--- config.mk ---
export PLATFORM = sky130hd
export DESIGN_NAME = soc_uart_flat
export DESIGN_NICKNAME = d
export VERILOG_FILES = /design/src/rtl/soc_uart_pkg.sv /design/src/rtl/soc_uart_if.sv /design/src/rtl/soc_uart_fifo.sv /design/src/rtl/soc_uart.sv /design/src/flat_wrapper.sv
export SDC_FILE = /design/constraint.sdc
export NUM_CORES = 1
export LEC_CHECK = 0
export ABC_AREA = 1
export CAP_MARGIN = 0
export CORE_MARGIN = 3
export CORE_UTILIZATION = 50
export CTS_CLUSTER_SIZE = 25
export DETAILED_ROUTE_END_ITERATION = 10
export PLACE_DENSITY = 0.76
export SLEW_MARGIN = 20
export SYNTH_ARGS = -nofsm -noshare
export SYNTH_HDL_FRONTEND = slang
export SYNTH_SLANG_ARGS = --single-unit
--- constraint.sdc ---
create_clock -name i_clk -period 2.8 [get_ports i_clk]
set_input_delay 0.28 -clock i_clk [delete_from_list [all_inputs] [get_ports i_clk]]
set_output_delay 0.28 -clock i_clk [all_outputs]
set_load 0.01 [all_outputs]
--- src/rtl/soc_uart_pkg.sv ---
// Shared definitions for the UART: register map, STAT/CTRL bit positions, serialiser states.
// Latency: n/a (constants and a pure function only).
// Backpressure: n/a.
package soc_uart_pkg;

    // Register select values taken from addr[3:2]
    localparam logic [1:0] REG_DATA = 2'd0;
    localparam logic [1:0] REG_STAT = 2'd1;
    localparam logic [1:0] REG_CTRL = 2'd2;
    localparam logic [1:0] REG_DIV  = 2'd3;

    // STAT bit positions
    localparam int STAT_RXNE   = 0;
    localparam int STAT_TXFULL = 1;
    localparam int STAT_TXIDLE = 2;
    localparam int STAT_RXOVR  = 3;
    localparam int STAT_FRERR  = 4;
    localparam int STAT_TXOVF  = 5;

    // CTRL bit positions
    localparam int CTRL_IE_RXNE   = 0;
    localparam int CTRL_IE_TXIDLE = 1;
    localparam int CTRL_IE_ERR    = 2;

    // TX and RX walk the same frame shape, so they share one state type
    typedef enum logic [1:0] {
        ST_IDLE  = 2'd0,
        ST_START = 2'd1,
        ST_DATA  = 2'd2,
        ST_STOP  = 2'd3
    } ser_state_t;

    // A divisor below 2 would break the RX half-bit offset, so it is floored at 2
    function automatic logic [15:0] clamp_div(input logic [15:0] v);
        return (v < 16'd2) ? 16'd2 : v;
    endfunction

endpackage

--- src/rtl/soc_uart_if.sv ---
// Single-outstanding stb/ack register bus between the mmio decoder and the UART.
// Latency: ack one cycle after the first strobe cycle; read data valid with ack.
// Backpressure: master holds stb until ack and must drop it before the next access.
interface soc_uart_if;
    logic        stb;
    logic        rw;
    logic [3:0]  addr;
    logic [31:0] dwrite;
    logic [31:0] dread;
    logic        ack;

    modport master (output stb, rw, addr, dwrite, input  dread, ack);
    modport slave  (input  stb, rw, addr, dwrite, output dread, ack);
endinterface

--- src/rtl/soc_uart_fifo.sv ---
// Generic synchronous FIFO, 2**FIFO_AW entries, show-ahead dout.
// Latency: push visible on dout/empty the cycle after; pop takes effect at the clock edge.
// Backpressure: push dropped when full unless a pop happens in the same cycle; pop on empty ignored.
module soc_uart_fifo #(
    parameter int WIDTH   = 8,
    parameter int FIFO_AW = 3
) (
    input  logic             i_clk,
    input  logic             i_reset_n,
    input  logic             push,
    input  logic [WIDTH-1:0] din,
    input  logic             pop,
    output logic [WIDTH-1:0] dout,
    output logic             full,
    output logic             empty
);
    localparam logic [FIFO_AW:0] PTR_ONE = 1;

    logic [WIDTH-1:0] mem [2**FIFO_AW];
    logic [FIFO_AW:0] wr_ptr;
    logic [FIFO_AW:0] rd_ptr;
    logic             do_push;
    logic             do_pop;

    // Extra pointer MSB distinguishes full from empty when the indices match
    assign empty   = (wr_ptr == rd_ptr);
    assign full    = (wr_ptr[FIFO_AW] != rd_ptr[FIFO_AW]) &&
                     (wr_ptr[FIFO_AW-1:0] == rd_ptr[FIFO_AW-1:0]);
    assign do_pop  = pop && !empty;
    assign do_push = push && (!full || pop);
    assign dout    = mem[rd_ptr[FIFO_AW-1:0]];

    // Storage write; contents need no reset since empty masks them
    always_ff @(posedge i_clk) begin
        if (do_push) mem[wr_ptr[FIFO_AW-1:0]] <= din;
    end

    // Pointer advance, wrapping silently
    always_ff @(posedge i_clk or negedge i_reset_n) begin
        if (!i_reset_n) begin
            wr_ptr <= '0;
            rd_ptr <= '0;
        end else begin
            if (do_push) wr_ptr <= wr_ptr + PTR_ONE;
            if (do_pop)  rd_ptr <= rd_ptr + PTR_ONE;
        end
    end
endmodule

--- src/rtl/soc_uart.sv ---
// 8N1 UART slave: register file, TX FIFO + serialiser, deserialiser + RX FIFO, level irq.
// Latency: ack one cycle after first stb; irq one cycle after its cause; TX starts the cycle after FIFO non-empty.
// Backpressure: none on the bus; full TX FIFO drops writes (TXOVF), full RX FIFO drops bytes (RXOVR).
module soc_uart
    import soc_uart_pkg::*;
#(
    parameter int          FIFO_AW   = 3,
    parameter logic [15:0] DIV_RESET = 16'd104
) (
    input  logic       i_clk,
    input  logic       i_reset_n,
    soc_uart_if.slave  bus,
    output logic       o_irq,
    input  logic       i_rx,
    output logic       o_tx
);
    logic        ack_q, held_q, rd_pop_q;
    logic [31:0] dread_q, rd_val;
    logic [2:0]  ctrl_q;
    logic [15:0] div_q;
    logic        rxovr_q, frerr_q, txovf_q;
    logic        acc_start, wr_en, stat_wr, tx_idle;
    logic [1:0]  reg_sel;
    logic        unused_bits;

    logic        tx_push, tx_pop, tx_full, tx_empty;
    logic [7:0]  tx_dout;
    logic        rx_push, rx_full, rx_empty, rx_ferr;
    logic [7:0]  rx_dout;

    ser_state_t  tx_state, rx_state;
    logic [15:0] tx_cnt, rx_cnt;
    logic [2:0]  tx_bit, rx_bit;
    logic [7:0]  tx_shift, rx_shift;
    logic        tx_q;
    logic        rx_meta, rx_s, rx_d;

    assign reg_sel     = bus.addr[3:2];
    assign acc_start   = bus.stb && !ack_q && !held_q;
    assign wr_en       = ack_q && bus.rw;
    assign stat_wr     = wr_en && (reg_sel == REG_STAT);
    assign tx_push     = wr_en && (reg_sel == REG_DATA);
    assign tx_idle     = tx_empty && (tx_state == ST_IDLE);
    assign bus.ack     = ack_q;
    assign bus.dread   = dread_q;
    assign o_tx        = tx_q;
    assign unused_bits = ^{bus.dwrite[31:16], bus.addr[1:0]};

    soc_uart_fifo #(.WIDTH(8), .FIFO_AW(FIFO_AW)) u_tx_fifo (
        .i_clk(i_clk), .i_reset_n(i_reset_n),
        .push(tx_push), .din(bus.dwrite[7:0]), .pop(tx_pop),
        .dout(tx_dout), .full(tx_full), .empty(tx_empty)
    );

    soc_uart_fifo #(.WIDTH(8), .FIFO_AW(FIFO_AW)) u_rx_fifo (
        .i_clk(i_clk), .i_reset_n(i_reset_n),
        .push(rx_push), .din(rx_shift), .pop(rd_pop_q),
        .dout(rx_dout), .full(rx_full), .empty(rx_empty)
    );

    // Read mux, sampled at the edge that raises ack
    always_comb begin
        rd_val = '0;
        case (reg_sel)
            REG_DATA: rd_val[7:0] = rx_empty ? 8'd0 : rx_dout;
            REG_STAT: begin
                rd_val[STAT_RXNE]   = !rx_empty;
                rd_val[STAT_TXFULL] = tx_full;
                rd_val[STAT_TXIDLE] = tx_idle;
                rd_val[STAT_RXOVR]  = rxovr_q;
                rd_val[STAT_FRERR]  = frerr_q;
                rd_val[STAT_TXOVF]  = txovf_q;
            end
            REG_CTRL: rd_val[2:0]  = ctrl_q;
            default:  rd_val[15:0] = div_q;
        endcase
    end

    // One access per strobe; the RX pop is decided with the data snapshot so both agree
    always_ff @(posedge i_clk or negedge i_reset_n) begin
        if (!i_reset_n) begin
            ack_q    <= 1'b0;
            held_q   <= 1'b0;
            dread_q  <= '0;
            rd_pop_q <= 1'b0;
        end else begin
            ack_q    <= acc_start;
            held_q   <= bus.stb && (held_q || ack_q);
            dread_q  <= (acc_start && !bus.rw) ? rd_val : '0;
            rd_pop_q <= acc_start && !bus.rw && (reg_sel == REG_DATA) && !rx_empty;
        end
    end

    // CTRL/DIV writes land in the ack cycle
    always_ff @(posedge i_clk or negedge i_reset_n) begin
        if (!i_reset_n) begin
            ctrl_q <= '0;
            div_q  <= DIV_RESET;
        end else if (wr_en) begin
            if (reg_sel == REG_CTRL) ctrl_q <= bus.dwrite[2:0];
            if (reg_sel == REG_DIV)  div_q  <= clamp_div(bus.dwrite[15:0]);
        end
    end

    // Sticky error flags: write-1-to-clear, a same-cycle set wins over the clear
    always_ff @(posedge i_clk or negedge i_reset_n) begin
        if (!i_reset_n) begin
            rxovr_q <= 1'b0;
            frerr_q <= 1'b0;
            txovf_q <= 1'b0;
        end else begin
            if (stat_wr && bus.dwrite[STAT_RXOVR]) rxovr_q <= 1'b0;
            if (stat_wr && bus.dwrite[STAT_FRERR]) frerr_q <= 1'b0;
            if (stat_wr && bus.dwrite[STAT_TXOVF]) txovf_q <= 1'b0;
            if (rx_push && rx_full && !rd_pop_q)   rxovr_q <= 1'b1;
            if (rx_ferr)                           frerr_q <= 1'b1;
            if (tx_push && tx_full && !tx_pop)     txovf_q <= 1'b1;
        end
    end

    // Registered level interrupt
    always_ff @(posedge i_clk or negedge i_reset_n) begin
        if (!i_reset_n) o_irq <= 1'b0;
        else o_irq <= (!rx_empty && ctrl_q[CTRL_IE_RXNE]) ||
                      (tx_idle && ctrl_q[CTRL_IE_TXIDLE]) ||
                      ((rxovr_q || frerr_q || txovf_q) && ctrl_q[CTRL_IE_ERR]);
    end

    // Pop when leaving IDLE or chaining STOP straight into the next START
    assign tx_pop = !tx_empty &&
                    ((tx_state == ST_IDLE) || ((tx_state == ST_STOP) && (tx_cnt == '0)));

    // Serialiser: each state holds for div_q clocks; divisor picked up at every reload
    always_ff @(posedge i_clk or negedge i_reset_n) begin
        if (!i_reset_n) begin
            tx_state <= ST_IDLE;
            tx_cnt   <= '0;
            tx_bit   <= '0;
            tx_shift <= '0;
            tx_q     <= 1'b1;
        end else begin
            case (tx_state)
                ST_IDLE: if (!tx_empty) begin
                    tx_state <= ST_START;
                    tx_shift <= tx_dout;
                    tx_cnt   <= div_q - 16'd1;
                    tx_q     <= 1'b0;
                end
                ST_START: if (tx_cnt == '0) begin
                    tx_state <= ST_DATA;
                    tx_q     <= tx_shift[0];
                    tx_shift <= tx_shift >> 1;
                    tx_bit   <= '0;
                    tx_cnt   <= div_q - 16'd1;
                end else tx_cnt <= tx_cnt - 16'd1;
                ST_DATA: if (tx_cnt == '0) begin
                    tx_cnt <= div_q - 16'd1;
                    if (tx_bit == 3'd7) begin
                        tx_state <= ST_STOP;
                        tx_q     <= 1'b1;
                    end else begin
                        tx_bit   <= tx_bit + 3'd1;
                        tx_q     <= tx_shift[0];
                        tx_shift <= tx_shift >> 1;
                    end
                end else tx_cnt <= tx_cnt - 16'd1;
                default: if (tx_cnt == '0) begin
                    if (!tx_empty) begin
                        tx_state <= ST_START;
                        tx_shift <= tx_dout;
                        tx_cnt   <= div_q - 16'd1;
                        tx_q     <= 1'b0;
                    end else tx_state <= ST_IDLE;
                end else tx_cnt <= tx_cnt - 16'd1;
            endcase
        end
    end

    // Two-flop synchroniser plus one delay stage for falling-edge detect
    always_ff @(posedge i_clk or negedge i_reset_n) begin
        if (!i_reset_n) begin
            rx_meta <= 1'b1;
            rx_s    <= 1'b1;
            rx_d    <= 1'b1;
        end else begin
            rx_meta <= i_rx;
            rx_s    <= rx_meta;
            rx_d    <= rx_s;
        end
    end

    assign rx_push = (rx_state == ST_STOP) && (rx_cnt == '0) && rx_s;
    assign rx_ferr = (rx_state == ST_STOP) && (rx_cnt == '0) && !rx_s;

    // Deserialiser: counter ends inclusive at 0, so loading div/2-1 lands the first sample mid-start-bit
    always_ff @(posedge i_clk or negedge i_reset_n) begin
        if (!i_reset_n) begin
            rx_state <= ST_IDLE;
            rx_cnt   <= '0;
            rx_bit   <= '0;
            rx_shift <= '0;
        end else begin
            case (rx_state)
                ST_IDLE: if (rx_d && !rx_s) begin
                    rx_state <= ST_START;
                    rx_cnt   <= (div_q >> 1) - 16'd1;
                end
                ST_START: if (rx_cnt == '0) begin
                    if (rx_s) rx_state <= ST_IDLE;
                    else begin
                        rx_state <= ST_DATA;
                        rx_bit   <= '0;
                        rx_cnt   <= div_q - 16'd1;
                    end
                end else rx_cnt <= rx_cnt - 16'd1;
                ST_DATA: if (rx_cnt == '0) begin
                    rx_shift <= {rx_s, rx_shift[7:1]};
                    rx_cnt   <= div_q - 16'd1;
                    if (rx_bit == 3'd7) rx_state <= ST_STOP;
                    else rx_bit <= rx_bit + 3'd1;
                end else rx_cnt <= rx_cnt - 16'd1;
                default: if (rx_cnt == '0) rx_state <= ST_IDLE;
                         else rx_cnt <= rx_cnt - 16'd1;
            endcase
        end
    end
endmodule

--- src/flat_wrapper.sv ---
// flat-port wrapper written by rule: the top's interface ports become plain ports
module soc_uart_flat import soc_uart_pkg::*;
#(
    parameter int          FIFO_AW   = 3,
    parameter logic [15:0] DIV_RESET = 16'd104
)
  (i_clk, i_reset_n, o_irq, i_rx, o_tx, bus_stb, bus_rw, bus_addr, bus_dwrite, bus_dread, bus_ack);
  soc_uart_if bus_i ();
  input  logic i_clk;
  input  logic i_reset_n;
  output logic o_irq;
  input  logic i_rx;
  output logic o_tx;
  input wire logic [$bits(bus_i.stb)-1:0] bus_stb;
  input wire logic [$bits(bus_i.rw)-1:0] bus_rw;
  input wire logic [$bits(bus_i.addr)-1:0] bus_addr;
  input wire logic [$bits(bus_i.dwrite)-1:0] bus_dwrite;
  output wire logic [$bits(bus_i.dread)-1:0] bus_dread;
  output wire logic [$bits(bus_i.ack)-1:0] bus_ack;
  assign bus_i.stb = bus_stb;
  assign bus_i.rw = bus_rw;
  assign bus_i.addr = bus_addr;
  assign bus_i.dwrite = bus_dwrite;
  assign bus_dread = bus_i.dread;
  assign bus_ack = bus_i.ack;
  soc_uart #(.FIFO_AW(FIFO_AW), .DIV_RESET(DIV_RESET)) u_core (.i_clk(i_clk), .i_reset_n(i_reset_n), .bus(bus_i), .o_irq(o_irq), .i_rx(i_rx), .o_tx(o_tx));
endmodule
==> flow_metrics.env <==
export IMPL_start_kind="flip-flop"
export IMPL_rsz0062_at_grt="false"
export IMPL_seq_power_share_pct=34.9
export IMPL_path_clk_slew_ns=0.06
export IMPL_ff2ff_setup_slack_ns=0.45
export IMPL_wl_per_cell_um=16.5
export IMPL_period_share_pct=84.0
export IMPL_grt_pass1_wl_um=52500
export IMPL_synth_area_per_cell_um2=8.50
export IMPL_placed_cell_area_um2=14100
export IMPL_setup_slack_ns=0.449
export IMPL_status="complete, no violations"
export IMPL_max_cap_violations=0
export IMPL_hp_start="i_rx"
export IMPL_clock_path_buffers=3
export IMPL_hold_violations=0
export IMPL_ant_nets=0
export IMPL_post_route_cell_area_um2=15000
export IMPL_die_area_um2=28500
export IMPL_timing_rr_end="u_core.u_tx_fifo.mem[2][5]$_DFFE_PP_"
export IMPL_pre_cts_ws_ns=0.471
export IMPL_port_buffers=41
export IMPL_ys_ff_latch=248
export IMPL_crit_type="flip-flop to flip-flop"
export IMPL_cts_htree_levels=1
export IMPL_grt_pass1_vias=10207
export IMPL_hold_end="u_core.rx_meta$_DFF_PN1_"
export IMPL_grt_overflow=0
export IMPL_antenna_found_initial=0
export IMPL_switching_share_pct=40.4
export IMPL_dp_hpwl_um=23000
export IMPL_arrival_ns=2.58
export IMPL_min_period_ns=2.35
export IMPL_worst_path_max_fanout=9
export IMPL_nets=1684
export IMPL_synth_top_family_by_area="simple AND/OR/NAND/NOR gates"
export IMPL_power_switching_mw=5.72
export IMPL_reg2reg_depth=11
export IMPL_muxShareOfSynthArea_pct=0.934
export IMPL_tightest_slew_ns=0.756
export IMPL_grt_usage_pct=22.7
export IMPL_total_power_mw=14.1
export IMPL_drc=0
export IMPL_grt_start_max_net_pins=55
export IMPL_die_width_um=169
export IMPL_initial_core_util_pct=51.7
export IMPL_timing_rr_start="u_core.tx_state[0]$_DFFE_PN0P_"
export IMPL_setup_viol=0
export IMPL_ys_types=49
export IMPL_vias_per_cell=5.49
export IMPL_p_leak_nw=6.55
export IMPL_fin_setup_tns_ns=0
export IMPL_synthCells=1560
export IMPL_synth_area_um2=13300
export IMPL_cts_resized=0
export IMPL_seq_area_frac_synth_pct=51.7
export IMPL_p_int_mw=8.43
export IMPL_skew_ns=0.0213
export IMPL_num_rows=58
export IMPL_syn2layout_area_growth_pct=12.9
export IMPL_drive_gt1_share_pct=9.76
export IMPL_first_pass_iters=7
export IMPL_yosys_area_share_adder_pct=2.08
export IMPL_drt_iter0_drc=948
export IMPL_post_cts_buffers=0
export IMPL_clkPwrFrac_pct=25.0
export IMPL_drt_total_wl_um=32600
export IMPL_synthSimpleGateAreaFrac_pct=28.4
export IMPL_vias=10816
export IMPL_p_comb_share_pct=40.1
export IMPL_drv_slew=0
export IMPL_cts_tree="yes"
export IMPL_cts_root_buf="clkbuf_16"
export IMPL_hold_path_cell_count=1
export IMPL_ys_warn_count=0
export IMPL_crit_required_ns=3.03
export IMPL_slew_headroom_pct=49.2
export IMPL_max_vdd_ir_drop_uv=873
export IMPL_antenna_cells=0
export IMPL_end_kind="flip-flop"
export IMPL_fmax_mhz=425
export IMPL_ios=76
export IMPL_synth_xor_area_share_pct=2.50
export IMPL_hold_buffers=1
export IMPL_place_congestion=0.938
export IMPL_clk_latency_ns=0.54
export IMPL_die_h_um=169
export IMPL_numCtsBuffers=26
export IMPL_synth_compound_gate_area_share_pct=7.80
export IMPL_coreArea_um2=25600
export IMPL_hp_class="input port to flip-flop"
export IMPL_powerDensity_nw_per_um2=945
export IMPL_cts_sinks=248
-- layout by cell type (no fill, tap or decap), drive strengths merged, types with 6 or more instances in the layout --
master	instances
clkdlybuf4s50	40
a31oi	11
inv	112
o21bai	6
clkbuf	35
edfxtp	128
dfrtp	113
nand3	178
conb	16
mux2	11
nand2	466
nor3	19
nor2	186
ha	22
o211ai	13
buf	49
nand4	12
clkinv	11
o22ai	10
xor2	27
a21oi	23
xnor2	10
dfstp	7
o21ai	112
-- sequential cells by signal (all words and copies together) (netlist names), 3 cells and up --
signal,flops
u_core.u_rx_fifo.mem,64
u_core.tx_cnt,16
u_core.bus.dread,16
u_core.u_tx_fifo.mem,64
u_core.rx_bit,3
u_core.tx_shift,8
u_core.div_q,16
u_core.ctrl_q,3
u_core.u_rx_fifo.wr_ptr,4
u_core.u_tx_fifo.wr_ptr,4
u_core.u_rx_fifo.rd_ptr,4
u_core.tx_bit,3
u_core.rx_cnt,16
u_core.rx_shift,8
u_core.u_tx_fifo.rd_ptr,4
-- logic make-up (layout without fill, tap and decap cells) --
group / after synthesis / count (layout)
AOI/OAI and AO/OA: 183 / 183
adders and majority gates: 22 / 22
xor gates and xnor gates: 37 / 37
muxes: 11 / 11
other: 1 / 16
buffers and inverters: 188 / 253
and+or+nand+nor: 870 / 870
DFF: 248 / 248
-- routing by layer --
metal / vias to the layer above / share of wire, % / global-route usage (%)
met5: - / 0 / 0
met4: 0 / 2.8 / 6.26
met3: 61 / 7.4 / 3.25
met2: 365 / 47 / 37.5
met1: 5103 / 43 / 31.5
li1: 5287 / - / -
-- layout make-up --
class | count | area, µm²
clock buffer | 35 | 706
tap | 330 | 413
clock inverter | 12 | 168
inverter | 116 | 440
fill | 2223 | 10600
multi-input combinational | 1139 | 5600
timing repair buffer | 90 | 791
sequential | 248 | 6860
-- cells in the mapped netlist (all sizes together) --
library cell	number	share of area, %
nor3	19	0.72
buf	54	2.7
o2bb2ai	1	0.066
or2	1	0.047
dfstp	7	1.4
nand3	178	6.9
xor2	27	1.8
o31ai	4	0.23
a31oi	11	0.57
nor2	186	6.0
o21ai	112	4.2
clkinv	4	0.11
ha	22	2.1
and2	1	0.047
clkbuf	18	0.51
a21boi	1	0.057
nand4	12	0.57
dfrtp	113	21
edfxtp	128	29
inv	112	3.2
a21oi	23	0.87
nor3b	1	0.094
o22ai	10	0.47
o21a	1	0.057
nand3b	1	0.057
xnor2	10	0.66
o211ai	13	0.85
nand2	466	14
mux2	11	0.93
conb	1	0.028
nor4	4	0.19
o21bai	6	0.34
and3	1	0.047
a221oi	1	0.066
-- metrics by stage --
step,std cells,hold WS (ns),util (%)
after floorplan,1575,-0.0156,-
after global placement,1922,0.342,55.0
after detailed placement,1922,0.345,55.0
after CTS,1970,0.147,58.4
after global routing,1970,0.168,58.4
final,1970,0.164,58.4
-- power by group through the flow --
stage               clock network, mW  logic (mW)  registers (mW)
finish                           3.54        5.67            4.94
global placement                    0        5.46            4.98
floorplan                           0        4.34            4.82
CTS                              3.60        5.63            4.93
global route                     3.75        6.45            5.01
detailed placement                  0        5.61            4.98
-- worst max-delay path by stage --
| stage | startpoint | endpoint | slack [ns] | depth (start not counted) |
|---|---|---|---|---|
| 6_report | u_core.tx_state[0]$_DFFE_PN0P_ | u_core.u_tx_fifo.mem[2][5]$_DFFE_PP_ | 0.45 | 11 |
| 5_1_grt | u_core.rx_cnt[0]$_DFFE_PN0P_ | u_core.u_rx_fifo.mem[4][6]$_DFFE_PP_ | 0.30 | 9 |
| 4_1_cts | u_core.tx_state[0]$_DFFE_PN0P_ | u_core.u_tx_fifo.mem[2][4]$_DFFE_PP_ | 0.48 | 11 |
| 3_5_place_dp | u_core.tx_state[0]$_DFFE_PN0P_ | u_core.u_tx_fifo.mem[2][7]$_DFFE_PP_ | 0.47 | 11 |
| 3_3_place_gp | u_core.tx_state[0]$_DFFE_PN0P_ | u_core.u_tx_fifo.mem[6][4]$_DFFE_PP_ | 0.51 | 11 |
| 2_1_floorplan | u_core.rx_cnt[0]$_DFFE_PN0P_ | u_core.u_rx_fifo.mem[2][0]$_DFFE_PP_ | 0.47 | 8 |
-- critical path: stages, from the launching register on --
cell	delay, ns
dfrtp_1	0.43
inv_1	0.10
ha_1	0.46
inv_1	0.17
nand2_4	0.14
nand3_4	0.10
nand2_2	0.12
nand2_4	0.08
inv_4	0.08
nand2_2	0.08
nor2_1	0.11
buf_4	0.18
No activity file was read; power rests on OpenSTA's default activity.
